===== config.mk =====
export PLATFORM = sky130hd
export DESIGN_NAME = contador_modulo_flat
export DESIGN_NICKNAME = d
export VERILOG_FILES = /design/src/rtl/contador_modulo_if.sv /design/src/rtl/contador_modulo.sv /design/src/flat_wrapper.sv
export SDC_FILE = /design/constraint.sdc
export NUM_CORES = 1
export LEC_CHECK = 0
export BUFFER_PORTS_ARGS = -buffer_cell sky130_fd_sc_hd__buf_2
export CORE_UTILIZATION = 30
export CTS_CLUSTER_DIAMETER = 60
export DETAILED_ROUTE_END_ITERATION = 6
export PLACE_DENSITY = 0.49
export RECOVER_POWER = 25
export SLEW_MARGIN = 20
export SYNTH_ARGS = -nofsm -noshare
export SYNTH_HDL_FRONTEND = slang
export SYNTH_SLANG_ARGS = --single-unit

===== constraint.sdc =====
create_clock -name clk -period 3.2 [get_ports clk]
set_input_delay 0.16 -clock clk [delete_from_list [all_inputs] [get_ports clk]]
set_output_delay 0.16 -clock clk [all_outputs]
set_load 0.03 [all_outputs]

===== src/rtl/contador_modulo_if.sv =====
// contador_modulo_if: control/status bundle for contador_modulo; flag signals exist only with CONTADOR_MODULO_FLAGS_EN.
interface contador_modulo_if #(parameter int WIDTH = 8);
  logic             en;
  logic             up_down;
  logic             load;
  logic [WIDTH-1:0] load_val;
  logic             sat;
  logic [WIDTH-1:0] count;
  logic             tc;
  logic             wrap;
`ifdef CONTADOR_MODULO_FLAGS_EN
  logic             ovf_sticky;
  logic             unf_sticky;
  logic             flag_clr;
  modport master (output en, up_down, load, load_val, sat, flag_clr, input count, tc, wrap, ovf_sticky, unf_sticky);
  modport slave  (input en, up_down, load, load_val, sat, flag_clr, output count, tc, wrap, ovf_sticky, unf_sticky);
`else
  modport master (output en, up_down, load, load_val, sat, input count, tc, wrap);
  modport slave  (input en, up_down, load, load_val, sat, output count, tc, wrap);
`endif
endinterface


===== src/rtl/contador_modulo.sv =====
// contador_modulo: up/down modulo counter with load, wrap/saturate policy, tc and wrap pulse.
// Sticky boundary flags are built only when CONTADOR_MODULO_FLAGS_EN is defined.
module contador_modulo #(
  parameter int WIDTH     = 8,
  parameter int MODULUS   = 256,
  parameter int RESET_VAL = 0
) (
  input logic           clk,
  input logic           reset,
  contador_modulo_if.slave bus
);
  if (MODULUS < 2 || longint'(MODULUS) > (64'd1 << WIDTH)) begin : g_bad_modulus
    $error("contador_modulo: MODULUS must be in 2..2**WIDTH");
  end
  if (RESET_VAL < 0 || RESET_VAL >= MODULUS) begin : g_bad_reset_val
    $error("contador_modulo: RESET_VAL must be below MODULUS");
  end
  localparam logic [WIDTH-1:0] MAX = WIDTH'(MODULUS - 1);
  localparam logic [WIDTH:0]   MOD = (WIDTH+1)'(MODULUS);
  logic [WIDTH-1:0] count_q, count_d;
  logic             wrap_q, wrap_d;
  logic             at_bound, in_range, tc;
  always_comb begin
    at_bound = bus.up_down ? (count_q == MAX) : (count_q == '0);
    in_range = {1'b0, bus.load_val} < MOD;
    tc       = bus.en & ~reset & ~bus.load & at_bound;
    count_d  = bus.load ? (in_range ? bus.load_val : MAX) :
               !bus.en  ? count_q :
               at_bound ? (bus.sat ? count_q : (bus.up_down ? '0 : MAX)) :
               bus.up_down ? count_q + 1'b1 : count_q - 1'b1;
    wrap_d   = ~bus.load & bus.en & at_bound & ~bus.sat;
  end
  always_ff @(posedge clk) begin
    if (reset) begin
      count_q <= WIDTH'(RESET_VAL);
      wrap_q  <= 1'b0;
    end else begin
      count_q <= count_d;
      wrap_q  <= wrap_d;
    end
  end
  assign bus.count = count_q;
  assign bus.wrap  = wrap_q;
  assign bus.tc    = tc;
`ifdef CONTADOR_MODULO_FLAGS_EN
  logic ovf_q, ovf_d, unf_q, unf_d;
  // A boundary hit on the same edge as flag_clr keeps the flag set.
  always_comb begin
    ovf_d = (ovf_q & ~bus.flag_clr) | (tc & bus.up_down);
    unf_d = (unf_q & ~bus.flag_clr) | (tc & ~bus.up_down);
  end
  always_ff @(posedge clk) begin
    if (reset) begin
      ovf_q <= 1'b0;
      unf_q <= 1'b0;
    end else begin
      ovf_q <= ovf_d;
      unf_q <= unf_d;
    end
  end
  assign bus.ovf_sticky = ovf_q;
  assign bus.unf_sticky = unf_q;
`endif
endmodule


===== src/flat_wrapper.sv =====
// flat-port wrapper written by rule: the top's interface ports become plain ports
module contador_modulo_flat 
#(
  parameter int WIDTH     = 8,
  parameter int MODULUS   = 256,
  parameter int RESET_VAL = 0
)
  (clk, reset, bus_en, bus_up_down, bus_load, bus_load_val, bus_sat, bus_count, bus_tc, bus_wrap);
  contador_modulo_if #(.WIDTH(WIDTH)) bus_i ();
  input logic clk;
  input logic reset;
  input wire logic [$bits(bus_i.en)-1:0] bus_en;
  input wire logic [$bits(bus_i.up_down)-1:0] bus_up_down;
  input wire logic [$bits(bus_i.load)-1:0] bus_load;
  input wire logic [$bits(bus_i.load_val)-1:0] bus_load_val;
  input wire logic [$bits(bus_i.sat)-1:0] bus_sat;
  output wire logic [$bits(bus_i.count)-1:0] bus_count;
  output wire logic [$bits(bus_i.tc)-1:0] bus_tc;
  output wire logic [$bits(bus_i.wrap)-1:0] bus_wrap;
  assign bus_i.en = bus_en;
  assign bus_i.up_down = bus_up_down;
  assign bus_i.load = bus_load;
  assign bus_i.load_val = bus_load_val;
  assign bus_i.sat = bus_sat;
  assign bus_count = bus_i.count;
  assign bus_tc = bus_i.tc;
  assign bus_wrap = bus_i.wrap;
  contador_modulo #(.WIDTH(WIDTH), .MODULUS(MODULUS), .RESET_VAL(RESET_VAL)) u_core (.clk(clk), .reset(reset), .bus(bus_i));
endmodule

==> results_dict.tcl, run 1 <==
set metrics [dict create \
    status "finished clean" \
    fin_crit_sh_pct 62.9 \
    cts_buffers 3 \
    holdPathEnd "u_core.bus.wrap" \
    muxShareOfSynthArea_pct 2.44 \
    wl_per_cell_um 13.6 \
    synth_top_area_cell "dfxtp_1" \
    dpl_cell_area_um2 970 \
    fin_util_pct 39.3 \
    crit_type "reg -> out" \
    cts_setup_buffers 0 \
    total_power_uw 392 \
    stdcell_area_um2 991 \
    seq_area_frac_synth_pct 22.0 \
    cts_sinks 9 \
    hold_slack_ns 0.122 \
    slew_violations 0 \
    hold_path.startpoint "bus_sat" \
    avgViaCountPerCell 5.43 \
    htreeDepth 1 \
    die_area_mm2 0.00295 \
    min_period_ns 2.01 \
    grt_pass1_wl_mm 3.63 \
    ff2ff_path_depth 6 \
    pre_cts_slack_ns 1.28 \
    cp_top_family "simple AND/OR/NAND/NOR gates" \
    antenna_cells 0 \
    port_buffers 23 \
    cts_resized 0 \
    synthAdderAreaFrac_pct 11.6 \
    drive_above_1_share_pct 29.5 \
    cp_data_required_time_ns 3.04 \
    worst_pin_slew_ns 0.400 \
    yosysTopAreaCellShare_pct 22.0 \
    crit_path_max_fanout 7 \
    max_slew_margin_pct 73.4 \
    rsz0062_at_grt "false" \
    synth.area.top_cells "dfxtp_1 22%, a2111oi_2 11%, ha_1 9.1%, a21oi_1 6.1%, inv_1 5.5%" \
    drv_cap 0 \
    tritoncts "built" \
    slowest_stage "dfxtp_1" \
    nNetsFinal 144 \
    fp.dieW_um 54.3 \
    dieHeight_um 54.3 \
    dp_cells 148 \
    synth_cell_types 31 \
    arrival_ns 1.85 \
    p_per_area_mw_per_mm2 395 \
    worstSkewPairLatency_ns 0.26 \
    fin_ws_ns 1.19 \
    synth-simple-area-share_pct 19.8 \
    cp.buffers_inverters 1 \
    synth_nets 117 \
    min_path_type "in -> reg" \
    crit_path_max_incr_delay_ns 0.47 \
    io_pins 24 \
    vias 825 \
    layout_common_cells "19 x buf_2, 12 x inv_1, 10 x a21oi_1, 9 x dfxtp_1, 7 x nor2_1" \
    cts_max_path_buffers 2 \
    finalHoldViolations 0 \
    clk_pin_slew_ns 0.06 \
    first_iter_violations 13 \
    setup_tns_ns 0 \
    synth_area_um2 821 \
    grt_max_degree 11 \
    drt.antenna.violating_nets 0 \
    critPathCaptureType "output pin" \
    rrSetupSlack_ns 1.27 \
    setup_violations 0 \
    grt_remaining_overflow 0 \
    first_global_vias 785 \
    cts_root_buffer "clkbuf_4" \
    synth_xor_area_share_pct 5.34 \
    wirelength_mm 2.07 \
    core_area_mm2 0.00252 \
    synth_compound_area_share_pct 32.9 \
    min_path_cells 2 \
    firstDrtPassIters 4 \
    nFillCells 278 \
    irDropWorstVdd_uv 212 \
    grt_antenna_before_repair 0 \
    ys_ff_latch 9 \
    ys.warnings.count 0 \
    start_util_pct 32.5 \
    hpwlAfterDp_mm 1.67 \
    rr_startpoint "u_core.bus.count[1]" \
    synth_cells 96 \
    synth_top_family_by_area "compound AO/OA/AOI/OAI gates" \
    postCtsHoldBufs 0 \
    final_cells 152 \
    num_rows 18 \
    clock_skew_ns 0.00320 \
    place_congestion 0.776 \
    final_common_cell "buf_2" \
    track_usage_pct 17.4 \
    remaining_drc_errors 0 \
    syn2layout_area_growth_pct 20.7 \
    power.leakage_nw 0.446 \
    synth_area_per_cell_um2 8.55 \
    start_kind "flip-flop" \
    regToRegEndpoint "u_core.bus.count[5]" \
    cp_cell_sequence "nand2_1, nor4_4, nor2_1, nor3_1, buf_2" \
    fmax_mhz 497 \
]
==> registers in the layout, summed over array words and instances, names as in the netlist <==
register / flops
u_core.bus.count: 8
u_core.bus.wrap: 1
==> cells by family after synthesis <==
| family | after synthesis |
|---|---|
| buf+inv | 13 |
| mux | 2 |
| simple gates | 29 |
| fa+ha+maj | 7 |
| xor+xnor | 5 |
| flops | 9 |
| compound gates | 31 |
==> worst max path at each step <==
stage / depth (start not counted) / start / end
6_report: 5 / u_core.bus.count[0] / bus_tc
5_1_grt: 5 / u_core.bus.count[0] / bus_tc
4_1_cts: 5 / u_core.bus.count[0] / bus_tc
3_5_place_dp: 8 / bus_up_down / u_core.bus.count[5]
3_3_place_gp: 8 / bus_up_down / u_core.bus.count[5]
2_1_floorplan: 4 / u_core.bus.count[0] / bus_tc
==> worst reg2reg max path, delay by kind of cell, from the launching register on <==
family	cells	cell delay (ns)
AO/OA/AOI/OAI	4	0.86
XOR/XNOR	1	0.23
adder cells (fa/ha/maj)	1	0.28
flip-flops	1	0.46
==> power by group <==
| part | switching, mW | internal [mW] |
|---|---|---|
| sequential | 0.0167 | 0.122 |
| combinational | 0.0966 | 0.0651 |
| clock | 0.0429 | 0.0481 |
==> synth_stat cells, drive strengths merged <==
library cell	number
and4	1
o211ai	1
or3	2
nor4	3
ha	6
buf	1
nand3	6
a21oi	11
inv	12
nor3	3
o2111ai	2
nor2	7
a2111oi	6
nand2	5
o21ai	3
mux2i	2
and3	1
a21o	2
a211o	1
or4	1
xor2	3
xnor2	2
o21bai	1
dfxtp	9
o221a	2
a211oi	2
fa	1
==> area by class of cell <==
class,count,area [um^2],share of cell area [%]
Inverter,12,45.0,4.55
Tap cell,30,37.5,3.79
Sequential cell,9,180,18.2
Clock buffer,4,26.3,2.65
Timing Repair Buffer,23,110,11.1
Multi-Input combinational cell,74,592,59.7
==> layer usage <==
metal	track usage, %	wire length (um)	part of all wire (%)	vias to the layer above
li1	-	-	-	417
met1	23.0	984	48	389
met2	28.9	1000	49	17
met3	1.67	65	3.1	2
met4	6.41	13	0.63	0
met5	0	0	0	-
No activity file was read; power rests on OpenSTA's default activity.
==> inputs of run 2 (changes only) <==
Settings changed: ABC_AREA from default to 1.
Clock period 3.2 ns to 1.9 ns, I/O delays scaled along.
==> run 2 against run 1 <==
  * Global-route usage fell by 2.3 points
  * Register-to-register slack got worse by 1.0 ns
  * First-iteration DRC count is 110% higher
  * Sequential power up 71%
  * Critical path depth grew 5
  * Clock skew is 0.0026 ns lower
  * Hold slack lost 0.098 ns
  * Total power grew 77%
  * Flip-flop and latch count unchanged
  * Synthesized cell count increased by 50%
==> results_dict.tcl, run 2 <==
set metrics [dict create \
    yosysTopAreaCellShare_pct 20.7 \
    final_cells 200 \
    clock_skew_ns 0.000600 \
    cts_buffers 3 \
    grt_pass1_wl_mm 3.80 \
    yosys.cell_count.top_type "nand2_1" \
    firstDrtPassIters 6 \
    dpl_cell_area_mm2 0.00101 \
    pre_cts_slack_ns 0.267 \
    dp_cells 196 \
    start_kind "flip-flop" \
    syn2layout_area_growth_pct 18.4 \
    grt_max_degree 12 \
    max_slew_margin_pct 76.1 \
    arrival_ns 1.85 \
    drive_above_1_share_pct 21.9 \
    place_congestion 0.714 \
    power.leakage_nw 0.537 \
    drt.antenna.violating_nets 0 \
    core_area_mm2 0.00276 \
    ys.warnings.count 0 \
    fin_util_pct 37.4 \
    grt_antenna_before_repair 0 \
    min_period_ns 1.65 \
    fin_ws_ns 0.251 \
    ys_ff_latch 9 \
    tritoncts "built" \
    cp.buffers_inverters 0 \
    cts_resized 0 \
    p_per_area_mw_per_mm2 670 \
    synth_area_um2 872 \
    synth_nets 165 \
    rsz0062_at_grt "false" \
    num_rows 19 \
    setup_tns_ns 0 \
    track_usage_pct 15.1 \
    largest_register_ffs 8 \
    finalHoldViolations 0 \
    layout_common_cells "37 x nand2_1, 31 x nor2_1, 19 x buf_2, 14 x inv_1, 12 x nand3_1" \
    remaining_drc_errors 0 \
    hpwlAfterDp_mm 1.84 \
    total_power_uw 692 \
    muxShareOfSynthArea_pct 0 \
    critPathCaptureType "flip-flop" \
    irDropWorstVdd_uv 547 \
    crit_path_max_incr_delay_ns 0.45 \
    synth_compound_area_share_pct 11.2 \
    dieHeight_um 55.9 \
    cp_data_required_time_ns 2.10 \
    cts_root_buffer "clkbuf_4" \
    start_util_pct 31.6 \
    cp_top_family "simple AND/OR/NAND/NOR gates" \
    status "finished clean" \
    slew_violations 0 \
    cts_max_path_buffers 2 \
    port_buffers 23 \
    grt_remaining_overflow 0 \
    synth.area.top_cells "dfxtp_1 21%, nand2_1 16%, nor2_1 13%, ha_1 8.6%, nand3_1 6.9%" \
    synth_top_area_cell "dfxtp_1" \
    io_pins 24 \
    drv_cap 0 \
    synth-simple-area-share_pct 46.1 \
    first_iter_violations 27 \
    path_common_cell "nand2_1" \
    fin_crit_sh_pct 86.8 \
    stdcell_area_mm2 0.00103 \
    cts_sinks 9 \
    crit_type "reg -> reg" \
    synth-edff-count 0 \
    die_area_mm2 0.00313 \
    synth_xor_area_share_pct 3.01 \
    ys.flop_type "dfxtp_1" \
    min_path_type "in -> reg" \
    yosys-top-cells-count "37 x nand2_1, 31 x nor2_1, 14 x inv_1" \
    htreeDepth 1 \
    fmax_mhz 606 \
    clk_pin_slew_ns 0.06 \
    antenna_cells 0 \
    avgViaCountPerCell 4.63 \
    seq_area_frac_synth_pct 20.7 \
    synth_area_per_cell_um2 6.06 \
    async_reset_ff_share_pct 0 \
    nNetsFinal 191 \
    setup_violations 0 \
    slowest_stage "fa_1" \
    synth_cell_types 23 \
    synthAdderAreaFrac_pct 10.9 \
    first_global_vias 881 \
    wl_per_cell_um 11.2 \
    cts_setup_buffers 0 \
    vias 925 \
    final_common_cell "nand2_1" \
    wirelength_mm 2.24 \
    synth_cells 144 \
    synth_top_family_by_area "simple AND/OR/NAND/NOR gates" \
    fp.dieW_um 55.9 \
    worstSkewPairLatency_ns 0.26 \
    cp_cell_sequence "fa_1, nand2_1, nand2_1, nand3_1, nand2_1, nand2_1, nand3_1, nand2_1, nand2_1, a21oi_2" \
    hold_slack_ns 0.0238 \
    crit_path_max_fanout 7 \
    worst_pin_slew_ns 0.360 \
    postCtsHoldBufs 0 \
]
## run 2: metal layers
metal,track usage [%],routed length (um)
met2,27.2,1090
met1,18.8,1060
met5,0,0
met3,4.65,95
met4,0,0
## run 2: area by class of cell
| type | count | area, um^2 |
|---|---|---|
| tap | 31 | 38.8 |
| clock buffer | 4 | 26.3 |
| timing repair buffer | 23 | 110 |
| fill | 323 | 1730 |
| inverter | 15 | 56.3 |
| multi-input combinational | 118 | 621 |
| sequential | 9 | 180 |
## run 2: worst paths after layout
path,from,to,slack (ns),cells past startpoint
worst min-delay path,bus_sat,u_core.bus.wrap,0.02,2
worst max register to register,u_core.bus.count[0],u_core.bus.count[6],0.25,10
worst min register to register,u_core.bus.count[5],u_core.bus.count[5],0.55,2
worst max-delay path,u_core.bus.count[0],u_core.bus.count[6],0.25,10
## run 2: power breakdown
group	internal [mW]	switching [mW]	total [mW]
Sequential	0.207	0.0310	0.238
Clock	0.0811	0.0698	0.151
Combinational	0.113	0.190	0.303
## run 2: kinds of logic (layout without fill, tap and decap cells)
group	after synthesis	count (layout)
and+or+nand+nor	92	92
buffers and inverters	17	42
adders and majority gates	7	7
xor gates and xnor gates	3	3
DFF	9	9
AOI/OAI and AO/OA	16	16
==> inputs of run 3 (changes only) <==
Settings changed: CORE_UTILIZATION 30 to 53, CTS_BUF_LIST from default to sky130_fd_sc_hd__clkbuf_4, PLACE_DENSITY 0.49 to 0.79.
==> run 3 against run 2 <==
  * Clock skew rose by 0.0082 ns
  * Register-to-register slack improved by 0.03 ns
  * Design area fell by 1.5%
  * Final cell count fell by 7.5%
  * Via count rose by 5.0%
  * Routed wire length fell by 6.2%
  * Non-clock buffer count did not move
  * Critical path depth fell by 4
  * Sequential power barely moved
  * First-iteration DRC count fell by 26%
  * Setup slack improved by 0.023 ns
  * Clock power rose by 7%
==> results_dict.tcl, run 3 (same netlist as run 2, synthesis figures left out) <==
set metrics [dict create \
    power.leakage_nw 0.540 \
    pre_cts_slack_ns 0.297 \
    slowest_stage "dfxtp_1" \
    path_common_cell "nor2_1" \
    remaining_drc_errors 0 \
    track_usage_pct 25.2 \
    dp_cells 181 \
    wl_per_cell_um 11.4 \
    fin_ws_ns 0.274 \
    largest_register_ffs 8 \
    grt_remaining_overflow 0 \
    critPathCaptureType "output pin" \
    crit_type "reg -> out" \
    setup_violations 0 \
    cp_top_family "simple AND/OR/NAND/NOR gates" \
    htreeDepth 1 \
    nFillCells 156 \
    cts_max_path_buffers 2 \
    drive_above_1_share_pct 22.5 \
    clock_skew_ns 0.00884 \
    min_path_type "in -> reg" \
    cp_data_required_time_ns 1.80 \
    cts_resized 0 \
    final_cells 185 \
    num_rows 14 \
    setup_tns_ns 0 \
    first_global_vias 837 \
    core_area_mm2 0.00152 \
    cts_sinks 9 \
    cp_cell_sequence "nor2_1, nand3_1, nor2_1, nor2_4, nor2_1, buf_2" \
    irDropWorstVdd_uv 557 \
    cp.buffers_inverters 1 \
    grt_pass1_wl_mm 3.48 \
    drv_cap 0 \
    arrival_ns 1.53 \
    wirelength_mm 2.10 \
    postCtsHoldBufs 0 \
    rsz0062_at_grt "false" \
    cts_setup_buffers 0 \
    drt.antenna.violating_nets 0 \
    place_congestion 0.879 \
    tritoncts "built" \
    dieHeight_um 42.6 \
    hpwlAfterDp_mm 1.69 \
    syn2layout_area_growth_pct 16.6 \
    worst_pin_slew_ns 0.363 \
    grt_max_degree 12 \
    fmax_mhz 615 \
    min_period_ns 1.63 \
    cts_buffers 3 \
    max_slew_margin_pct 75.9 \
    final_common_cell "nand2_1" \
    fin_crit_sh_pct 85.6 \
    crit_path_max_fanout 7 \
    layout_common_cells "37 x nand2_1, 31 x nor2_1, 19 x buf_2, 14 x inv_1, 12 x nand3_1" \
    start_kind "flip-flop" \
    firstDrtPassIters 5 \
    worstSkewPairLatency_ns 0.26 \
    slew_violations 0 \
    grt_antenna_before_repair 0 \
    port_buffers 23 \
    crit_path_max_incr_delay_ns 0.38 \
    nNetsFinal 191 \
    first_iter_violations 20 \
    clk_pin_slew_ns 0.06 \
    die_area_mm2 0.00181 \
    start_util_pct 57.2 \
    status "finished clean" \
    io_pins 24 \
    finalHoldViolations 0 \
    p_per_area_mw_per_mm2 693 \
    antenna_cells 0 \
    avgViaCountPerCell 5.25 \
    vias 971 \
    cts_root_buffer "clkbuf_4" \
    fp.dieW_um 42.6 \
]
run 3: cell counts in the layout (fill, tap and decap cells not counted):
No cell type changed its count.
run 3: worst paths after layout:
check / start / endpoint / slack, ns / cells past startpoint
max: u_core.bus.count[1] / bus_tc / 0.27 / 6
min: bus_sat / u_core.bus.wrap / 0.03 / 2
max reg2reg: u_core.bus.count[0] / u_core.bus.count[6] / 0.28 / 10
min reg2reg: u_core.bus.count[6] / u_core.bus.count[6] / 0.56 / 2
run 3: layout make-up:
type / count / area, um^2 / area share [%]
Timing Repair Buffer: 23 / 110 / 10.8
Sequential cell: 9 / 180 / 17.7
Tap cell: 16 / 20.0 / 1.97
Inverter: 15 / 56.3 / 5.54
Clock buffer: 4 / 30.0 / 2.95
Multi-Input combinational cell: 118 / 621 / 61.0
run 3: per-stage QoR:
stage / area (um^2) / hold slack, ns / power [mW] / util [%]
6_report: 1020 / 0.0293 / 0.705 / 66.7
3_3_place_gp: 992 / 0.294 / 0.537 / 65.1
3_5_place_dp: 992 / 0.305 / 0.546 / 65.1
5_1_grt: 1020 / 0.0323 / 0.755 / 66.7
4_1_cts: 1020 / 0.0284 / 0.709 / 67.1
2_1_floorplan: 872 / 0.174 / 0.468 / -
run 3: worst reg2reg max path: stages (launching register included):
cell and delay (ns):
dfxtp_1 0.39, fa_1 0.45, nand2_1 0.10, nand2_1 0.08, nand3_1 0.10, nand2_1 0.06
nand2_1 0.06, nand3_1 0.08, nand2_1 0.07, nand2_1 0.06, a21oi_2 0.10
run 3: report_power, final:
group	switching (mW)	internal [mW]
logic	0.192	0.113
clock network	0.0667	0.0951
registers	0.0308	0.207
run 3: routing by layer:
layer  part of all wire [%]  track usage, %  wire length, um
met2                     48            41.2             1020
met3                    3.3            6.47               69
met4                   0.67            6.25               14
met5                      0               0                0
met1                     48            32.9             1000
